===== config.mk =====
export PLATFORM = sky130hd
export DESIGN_NAME = ac97_codec_responder
export DESIGN_NICKNAME = d
export VERILOG_FILES = /design/src/rtl/ac97_pkg.sv /design/src/rtl/ac97_codec_regfile.sv /design/src/rtl/ac97_codec_responder.sv
export SDC_FILE = /design/constraint.sdc
export NUM_CORES = 2
export LEC_CHECK = 0
export ABC_AREA = 1
export BUFFER_PORTS_ARGS = -buffer_cell sky130_fd_sc_hd__buf_2
export CORE_AREA = 2 2 394 396
export DETAILED_ROUTE_END_ITERATION = 6
export DIE_AREA = 0 0 396 398
export PLACE_DENSITY = 0.63
export SYNTH_ARGS = -nofsm -noshare
export SYNTH_HDL_FRONTEND = slang
export SYNTH_SLANG_ARGS = --single-unit

===== constraint.sdc =====
create_clock -name bit_clk -period 3.3 [get_ports bit_clk]
set_clock_uncertainty 0.05 [all_clocks]
set_input_delay 0.165 -clock bit_clk [delete_from_list [all_inputs] [get_ports bit_clk]]
set_output_delay 0.165 -clock bit_clk [all_outputs]
set_load 0.02 [all_outputs]

===== src/rtl/ac97_pkg.sv =====
// Shared AC97 link constants: slot layout, tag bits, codec register map and
// power-on register defaults.
package ac97_pkg;

    localparam int FRAME_BITS = 256;
    localparam int SLOT_BITS  = 20;

    localparam int SLOT0 = 0;
    localparam int SLOT1 = 16;
    localparam int SLOT2 = 36;
    localparam int SLOT3 = 56;
    localparam int SLOT4 = 76;

    // Capture points (frame bit index) at which fields become complete
    localparam int TAG_END   = SLOT1 - 1;
    localparam int SLOT1_END = SLOT2 - 1;
    localparam int CMD_BIT   = SLOT3 - 1;
    localparam int PCM_L_BIT = SLOT4 + SLOT_BITS - 1;
    localparam int PCM_R_BIT = SLOT4 + 2 * SLOT_BITS - 1;

    localparam int TAG_FRAME = 15;
    localparam int TAG_SLOT1 = 14;
    localparam int TAG_SLOT2 = 13;
    localparam int TAG_SLOT3 = 12;
    localparam int TAG_SLOT4 = 11;

    localparam logic [6:0] REG_RESET      = 7'h00;
    localparam logic [6:0] REG_MASTER_VOL = 7'h02;
    localparam logic [6:0] REG_HP_VOL     = 7'h04;
    localparam logic [6:0] REG_MIC_VOL    = 7'h0E;
    localparam logic [6:0] REG_PCM_VOL    = 7'h18;
    localparam logic [6:0] REG_REC_SEL    = 7'h1A;
    localparam logic [6:0] REG_REC_GAIN   = 7'h1C;
    localparam logic [6:0] REG_POWERDOWN  = 7'h26;
    localparam logic [6:0] REG_VENDOR_ID1 = 7'h7C;
    localparam logic [6:0] REG_VENDOR_ID2 = 7'h7E;

    localparam logic [15:0] DEF_MASTER_VOL = 16'h8000;
    localparam logic [15:0] DEF_HP_VOL     = 16'h8000;
    localparam logic [15:0] DEF_PCM_VOL    = 16'h8808;
    localparam logic [15:0] DEF_POWERDOWN  = 16'h000F;

    typedef enum logic {ST_IDLE, ST_RUN} link_state_t;

    function automatic logic [15:0] reg_default(input logic [5:0] word,
                                                input logic [15:0] vid1,
                                                input logic [15:0] vid2);
        logic [15:0] val;
        val = 16'h0000;
        if (word == REG_MASTER_VOL[6:1]) val = DEF_MASTER_VOL;
        if (word == REG_HP_VOL[6:1])     val = DEF_HP_VOL;
        if (word == REG_PCM_VOL[6:1])    val = DEF_PCM_VOL;
        if (word == REG_POWERDOWN[6:1])  val = DEF_POWERDOWN;
        if (word == REG_VENDOR_ID1[6:1]) val = vid1;
        if (word == REG_VENDOR_ID2[6:1]) val = vid2;
        return val;
    endfunction

    function automatic logic is_read_only(input logic [5:0] word);
        return (word == REG_POWERDOWN[6:1]) || (word == REG_VENDOR_ID1[6:1]) ||
               (word == REG_VENDOR_ID2[6:1]);
    endfunction

endpackage


===== src/rtl/ac97_codec_regfile.sv =====
// 64 x 16 codec register file: one write port, registered read port,
// soft reset to defaults and write masking of read-only registers.
module ac97_codec_regfile
    import ac97_pkg::*;
#(
    parameter logic [15:0] VENDOR_ID1 = 16'h4144,
    parameter logic [15:0] VENDOR_ID2 = 16'h5370
) (
    input  logic        clk,
    input  logic        rst_n,
    input  logic        soft_rst,
    input  logic        wr_en,
    input  logic [5:0]  wr_addr,
    input  logic [15:0] wr_data,
    input  logic [5:0]  rd_addr,
    output logic [15:0] rd_data,
    output logic [15:0] master_vol,
    output logic [15:0] pcm_vol
);

    logic [15:0] mem [64];
    logic [63:0] writable;

    for (genvar gi = 0; gi < 64; gi++) begin : g_wmask
        assign writable[gi] = !is_read_only(6'(gi));
    end

    // Storage needs a reset, so it lives in flops rather than block RAM
    always_ff @(posedge clk or negedge rst_n) begin
        if (!rst_n) begin
            for (int i = 0; i < 64; i++) mem[i] <= reg_default(6'(i), VENDOR_ID1, VENDOR_ID2);
        end else if (soft_rst) begin
            for (int i = 0; i < 64; i++) mem[i] <= reg_default(6'(i), VENDOR_ID1, VENDOR_ID2);
        end else if (wr_en && writable[wr_addr]) begin
            mem[wr_addr] <= wr_data;
        end
    end

    always_ff @(posedge clk or negedge rst_n) begin
        if (!rst_n) rd_data <= 16'h0000;
        else        rd_data <= mem[rd_addr];
    end

    assign master_vol = mem[REG_MASTER_VOL[6:1]];
    assign pcm_vol    = mem[REG_PCM_VOL[6:1]];

endmodule


===== src/rtl/ac97_codec_responder.sv =====
// Codec-side AC97 link endpoint: decodes controller frames on sync/sdata_out,
// serves register reads/writes, delivers PCM and returns mic data on sdata_in.
module ac97_codec_responder
    import ac97_pkg::*;
#(
    parameter int          CODEC_READY_FRAMES = 4,
    parameter logic [15:0] VENDOR_ID1         = 16'h4144,
    parameter logic [15:0] VENDOR_ID2         = 16'h5370
) (
    input  logic        bit_clk,
    input  logic        reset_b,
    input  logic        sync,
    input  logic        sdata_out,
    output logic        sdata_in,
    input  logic [19:0] mic_sample,
    input  logic        mic_valid,
    output logic        mic_rd_en,
    output logic [19:0] pcm_left,
    output logic [19:0] pcm_right,
    output logic        pcm_valid,
    output logic [15:0] master_vol,
    output logic [15:0] pcm_vol,
    output logic        frame_err
);

    localparam int RDY_W   = $clog2(CODEC_READY_FRAMES + 2);
    localparam int TX_BITS = SLOT4;   // slots 4..12 are always zero

    link_state_t        state_reg;
    logic [7:0]         bit_cnt_reg;
    logic               sync_prev_reg;
    logic [38:0]        rx_shift_reg;
    logic [39:0]        rx_next;
    logic [4:0]         tag_reg;      // received tag bits 15..11
    logic [7:0]         slot1_reg;    // {read flag, addr7}
    logic [TX_BITS-1:0] tx_shift_reg;
    logic [TX_BITS-1:0] tx_frame;
    logic [RDY_W-1:0]   ready_cnt_reg;
    logic               resp_reg;
    logic [6:0]         resp_addr_reg;
    logic [15:0]        resp_data_reg;

    logic        sync_rise, active, ready;
    logic [7:0]  idx;
    logic        cmd_edge, wr_cmd, rd_cmd, soft_rst, err_now;
    logic [15:0] rd_data, reg_master, reg_pcm;

    assign sync_rise = sync & ~sync_prev_reg;
    assign rx_next   = {rx_shift_reg, sdata_out};
    assign ready     = (ready_cnt_reg == RDY_W'(CODEC_READY_FRAMES));

    // idx is the frame bit captured on this edge; active is low outside a frame
    always_comb begin
        active = 1'b0;
        idx    = 8'd0;
        if (sync_rise) begin
            active = 1'b1;
        end else if (state_reg == ST_RUN && bit_cnt_reg != 8'(FRAME_BITS - 1)) begin
            active = 1'b1;
            idx    = bit_cnt_reg + 8'd1;
        end
    end

    assign cmd_edge = active && (idx == 8'(CMD_BIT));
    assign wr_cmd   = cmd_edge && tag_reg[TAG_FRAME-11] && tag_reg[TAG_SLOT1-11] &&
                      tag_reg[TAG_SLOT2-11] && !slot1_reg[7];
    assign rd_cmd   = cmd_edge && tag_reg[TAG_FRAME-11] && tag_reg[TAG_SLOT1-11] && slot1_reg[7];
    assign soft_rst = wr_cmd && (slot1_reg[6:1] == REG_RESET[6:1]);

    assign err_now = (sync_rise && state_reg == ST_RUN && bit_cnt_reg != 8'(FRAME_BITS - 1)) ||
                     (active && !sync && idx >= 8'd1 && idx <= 8'(TAG_END));

    assign tx_frame = {ready, resp_reg, resp_reg, mic_valid, 12'b0,
                       resp_reg ? {1'b0, resp_addr_reg, 12'b0} : 20'b0,
                       resp_reg ? {resp_data_reg, 4'b0} : 20'b0,
                       mic_valid ? mic_sample : 20'b0};

    ac97_codec_regfile #(
        .VENDOR_ID1 (VENDOR_ID1),
        .VENDOR_ID2 (VENDOR_ID2)
    ) u_regfile (
        .clk        (bit_clk),
        .rst_n      (reset_b),
        .soft_rst   (soft_rst),
        .wr_en      (wr_cmd && !soft_rst),
        .wr_addr    (slot1_reg[6:1]),
        .wr_data    (rx_next[19:4]),
        .rd_addr    (slot1_reg[6:1]),
        .rd_data    (rd_data),
        .master_vol (reg_master),
        .pcm_vol    (reg_pcm)
    );

    always_ff @(posedge bit_clk or negedge reset_b) begin
        if (!reset_b) begin
            state_reg     <= ST_IDLE;
            bit_cnt_reg   <= 8'd0;
            sync_prev_reg <= 1'b0;
            rx_shift_reg  <= '0;
            tag_reg       <= '0;
            slot1_reg     <= '0;
            tx_shift_reg  <= '0;
            ready_cnt_reg <= '0;
            resp_reg      <= 1'b0;
            resp_addr_reg <= '0;
            resp_data_reg <= '0;
            sdata_in      <= 1'b0;
            mic_rd_en     <= 1'b0;
            pcm_left      <= '0;
            pcm_right     <= '0;
            pcm_valid     <= 1'b0;
            master_vol    <= '0;
            pcm_vol       <= '0;
            frame_err     <= 1'b0;
        end else begin
            sync_prev_reg <= sync;
            frame_err     <= err_now;
            mic_rd_en     <= 1'b0;
            pcm_valid     <= 1'b0;
            master_vol    <= reg_master;
            pcm_vol       <= reg_pcm;
            if (active) begin
                state_reg    <= ST_RUN;
                bit_cnt_reg  <= idx;
                rx_shift_reg <= rx_next[38:0];
                if (idx == 8'd0) begin
                    sdata_in     <= tx_frame[TX_BITS-1];
                    tx_shift_reg <= {tx_frame[TX_BITS-2:0], 1'b0};
                    resp_reg     <= 1'b0;
                    mic_rd_en    <= mic_valid;
                end else begin
                    sdata_in     <= tx_shift_reg[TX_BITS-1];
                    tx_shift_reg <= {tx_shift_reg[TX_BITS-2:0], 1'b0};
                end
                if (idx == 8'(TAG_END))   tag_reg   <= rx_next[15:11];
                if (idx == 8'(SLOT1_END)) slot1_reg <= rx_next[19:12];
                if (rd_cmd) begin
                    resp_reg      <= 1'b1;
                    resp_addr_reg <= slot1_reg[6:0];
                    resp_data_reg <= rd_data;
                end
                if (idx == 8'(PCM_L_BIT) && tag_reg[TAG_SLOT3-11]) pcm_left <= rx_next[39:20];
                if (idx == 8'(PCM_R_BIT)) begin
                    if (tag_reg[TAG_SLOT4-11]) pcm_right <= rx_next[39:20];
                    pcm_valid <= tag_reg[TAG_SLOT3-11] | tag_reg[TAG_SLOT4-11];
                end
                if (idx == 8'(FRAME_BITS - 1) && !ready)
                    ready_cnt_reg <= ready_cnt_reg + RDY_W'(1);
            end else begin
                state_reg <= ST_IDLE;
                sdata_in  <= 1'b0;
            end
        end
    end

endmodule


==> results.json <==
{
  "wl_per_cell_um": 22.24,
  "cts_tree": "done",
  "clk_latency_ns": 0.79,
  "fmax_mhz": 325.1,
  "finalSetupViolations": 0,
  "crit_top_cell": "nand2_1",
  "max_cap_violations": 0,
  "final_common_cell": "nand2_1",
  "post-place-cells": 9275,
  "grt_first_pass_wirelength_mm": 323.9,
  "clockRootBuffer": "clkbuf_16",
  "ant_nets": 0,
  "synth-main-ff-cell": "dfrtp_1",
  "post-dp-hpwl_mm": 131.5,
  "synth_cell_types": 53,
  "synthArstFlopShare": 1.000,
  "ff2ff_setup_slack_ns": 0.22,
  "numCtsBuffers": 140,
  "numPortBuffers": 100,
  "drtPass1Iterations": 7,
  "hold_violations": 0,
  "post-route-util": 0.4526,
  "io_pins": 101,
  "synth_edf_count": 0,
  "routed_wirelength_mm": 212.9,
  "grt_overflow": 0,
  "gp_congestion": 0.9203,
  "reg2regPathDepth": 9,
  "ctsResizeCount": 0,
  "n_antenna_cell": 0,
  "critical-path-max-stage-delay_ns": 0.49,
  "area_delta_synth_final_pct": 14.03,
  "synth_area_per_cell_um2": 8.238,
  "drt-vias-per-instance": 5.605,
  "worstSetupStartpointType": "register",
  "worstReg2RegEnd": "u_regfile.rd_data[4]$_DFF_PN0_",
  "rsz0062_at_grt": "no",
  "powerDensity_mw_per_mm2": 516.3,
  "num_vias": 53670,
  "critPathTopFamily": "simple AND/OR/NAND/NOR gates",
  "layout_common_cells": "nand2_1 (1559), dfrtp_1 (1244), nor2_1 (1055), nand3_1 (1044), inv_1 (612)",
  "maxSlewViolCount": 0,
  "finalPower_mw": 35.83,
  "cts_setup_buffers": 0,
  "drive_gt1_frac": 0.1058,
  "cp.required_ns": 3.91,
  "p_leak_nw": 36.95,
  "coreArea_mm2": 0.1533,
  "grt_usage": 0.2666,
  "maxSlewHeadroom": 0.2600,
  "start_util": 0.3969,
  "wl_met2_mm": 93.34,
  "grt_max_degree": 144,
  "drt_iter0_markers": 6887,
  "wirelength_met1_mm": 88.93,
  "cp_slowest_cell": "o21ai_0",
  "synth-seq-cells": 1280,
  "cts_sinks": 1280,
  "fp.dieH_um": 398,
  "grt_pass1_vias": 50930,
  "tightest_slew_ns": 1.110,
  "syn_nets": 7416,
  "cp.depth": 9,
  "antenna_found_initial": 1,
  "clkTransAtPathRegs_ns": 0.06,
  "critPathLaunch": "slot1_reg[2]$_DFFE_PN0P_",
  "post-route-drc-count": 2,
  "crit_path_end_kind": "register",
  "yosys_warnings": 0,
  "wl_met3_mm": 20.81,
  "cts_buffer_depth": 3,
  "layout.nets": 7448,
  "ctsHoldBuffers": 47,
  "violations": "DRC",
  "status": "finished with violations",
  "final_cells": 9575,
  "placementRows": 144,
  "post-route-min-period_ns": 3.076,
  "peakVddDrop_v": 0.0004364,
  "yosysSeqAreaShare": 0.5267,
  "syn_inst": 7388,
  "critPathMaxFanout": 15,
  "finalCritPeriodShare": 0.9321,
  "critPathKind": "reg -> reg",
  "rr_startpoint": "slot1_reg[2]$_DFFE_PN0P_",
  "path_buf_inv": 2,
  "top_layer_used": "met5",
  "synth_area_mm2": 0.06086,
  "htreeDepth": 4,
  "crit_chain": "inv_1 -> nand3_4 -> clkinv_2 -> nand2_1 -> nand4_1 -> o21ai_0 -> nand2_1 -> nor3_1 -> nand2_1",
  "die-area_mm2": 0.1576,
  "setup_tns_ns": 0,
  "endpoint": "u_regfile.rd_data[4]$_DFF_PN0_",
  "die_w_um": 396,
  "hold_class": "in -> reg",
  "largest_register_ffs": 992,
  "cp.arrival_ns": 3.68
}
==> worst min-delay path by stage <==
stage,from,endpoint,slack [ns],cells after the start
2_1_floorplan,reset_b,bit_cnt_reg[0]$_DFFE_PN0P_,-0.18,0
3_3_place_gp,reset_b,pcm_left[11]$_DFFE_PN0P_,0.17,1
3_5_place_dp,reset_b,pcm_right[11]$_DFFE_PN0P_,0.18,1
4_1_cts,sdata_out,rx_shift_reg[0]$_DFFE_PN0P_,0.07,4
5_1_grt,sdata_out,rx_shift_reg[0]$_DFFE_PN0P_,0.13,4
6_report,sdata_out,rx_shift_reg[0]$_DFFE_PN0P_,0.13,4
==> where the power goes <==
part | switching (mW) | leakage, nW | internal [mW] | total [mW]
combinational | 2.61 | 18.5 | 0.789 | 3.40
clock | 6.78 | 2.33 | 9.34 | 16.1
sequential | 0.298 | 16.1 | 16.0 | 16.3
==> area by class of cell <==
type                    instances  area [um^2]
multi-input cells            4913        23470
repair buffers                445         4187
clock inverters                49        534.3
inverters                     640         2420
flip-flops and latches       1280        32080
fillers                     14720        83930
clock buffers                 204         4156
well taps                    2044         2557
==> metrics by stage <==
step           hold WS [ns]  setup slack, ns  cell area (um^2)
2_1_floorplan       -0.1806           0.9436             60860
3_3_place_gp         0.1724           0.3424             64240
3_5_place_dp         0.1842           0.3547             64240
4_1_cts             0.06772           0.3089             69400
5_1_grt              0.1348          0.01339             69400
6_report             0.1330           0.2240             69400
==> synthesized netlist by cell type, drive strengths merged (5+ instances only) <==
master	n	area (um^2)
nand3	1075	5623
nand4	87	1082
o22ai	23	143.9
o211ai	16	120.1
nand2	1566	5901
o221ai	6	52.55
nor2	1076	4125
o31ai	10	75.07
a21oi	122	610.6
buf	306	2092
dfrtp	1260	31530
nor3	10	88.84
or2	9	56.30
o2111ai	30	262.8
clkbuf	249	934.7
o2111a	5	56.30
a221oi	86	753.2
a211oi	6	45.04
clkinv	5	18.77
a22o	20	175.2
dfstp	20	525.5
o21ai	629	3148
o2bb2ai	5	43.79
inv	635	2386
a22oi	119	898.4
==> worst reg2reg max path: stages, from the launching register on <==
cell and delay [ns]:
dfrtp_1 0.46, inv_1 0.12, nand3_4 0.11, clkinv_2 0.43, nand2_1 0.24, nand4_1 0.21, o21ai_0 0.49, nand2_1 0.29
nor3_1 0.44, nand2_1 0.11
==> cells by family (layout without fill, tap and decap cells) <==
family	after synthesis	count (layout)	share of synthesized area
adders and majority gates	3	3	0.0006168
xor gates and xnor gates	2	2	0.0002879
and+or+nand+nor	3825	3825	0.2775
AOI/OAI and AO/OA	1083	1083	0.1056
DFF	1280	1280	0.5267
buffers and inverters	1195	1338	0.08924
==> per-layer routing <==
layer | vias up | global-route usage
met1 | 26350 | 0.3683
met4 | 2 | 0.1209
met5 | - | 0
li1 | 24180 | -
met2 | 2649 | 0.3984
met3 | 487 | 0.06112
Note: power is estimated with default switching activity, not from simulation.
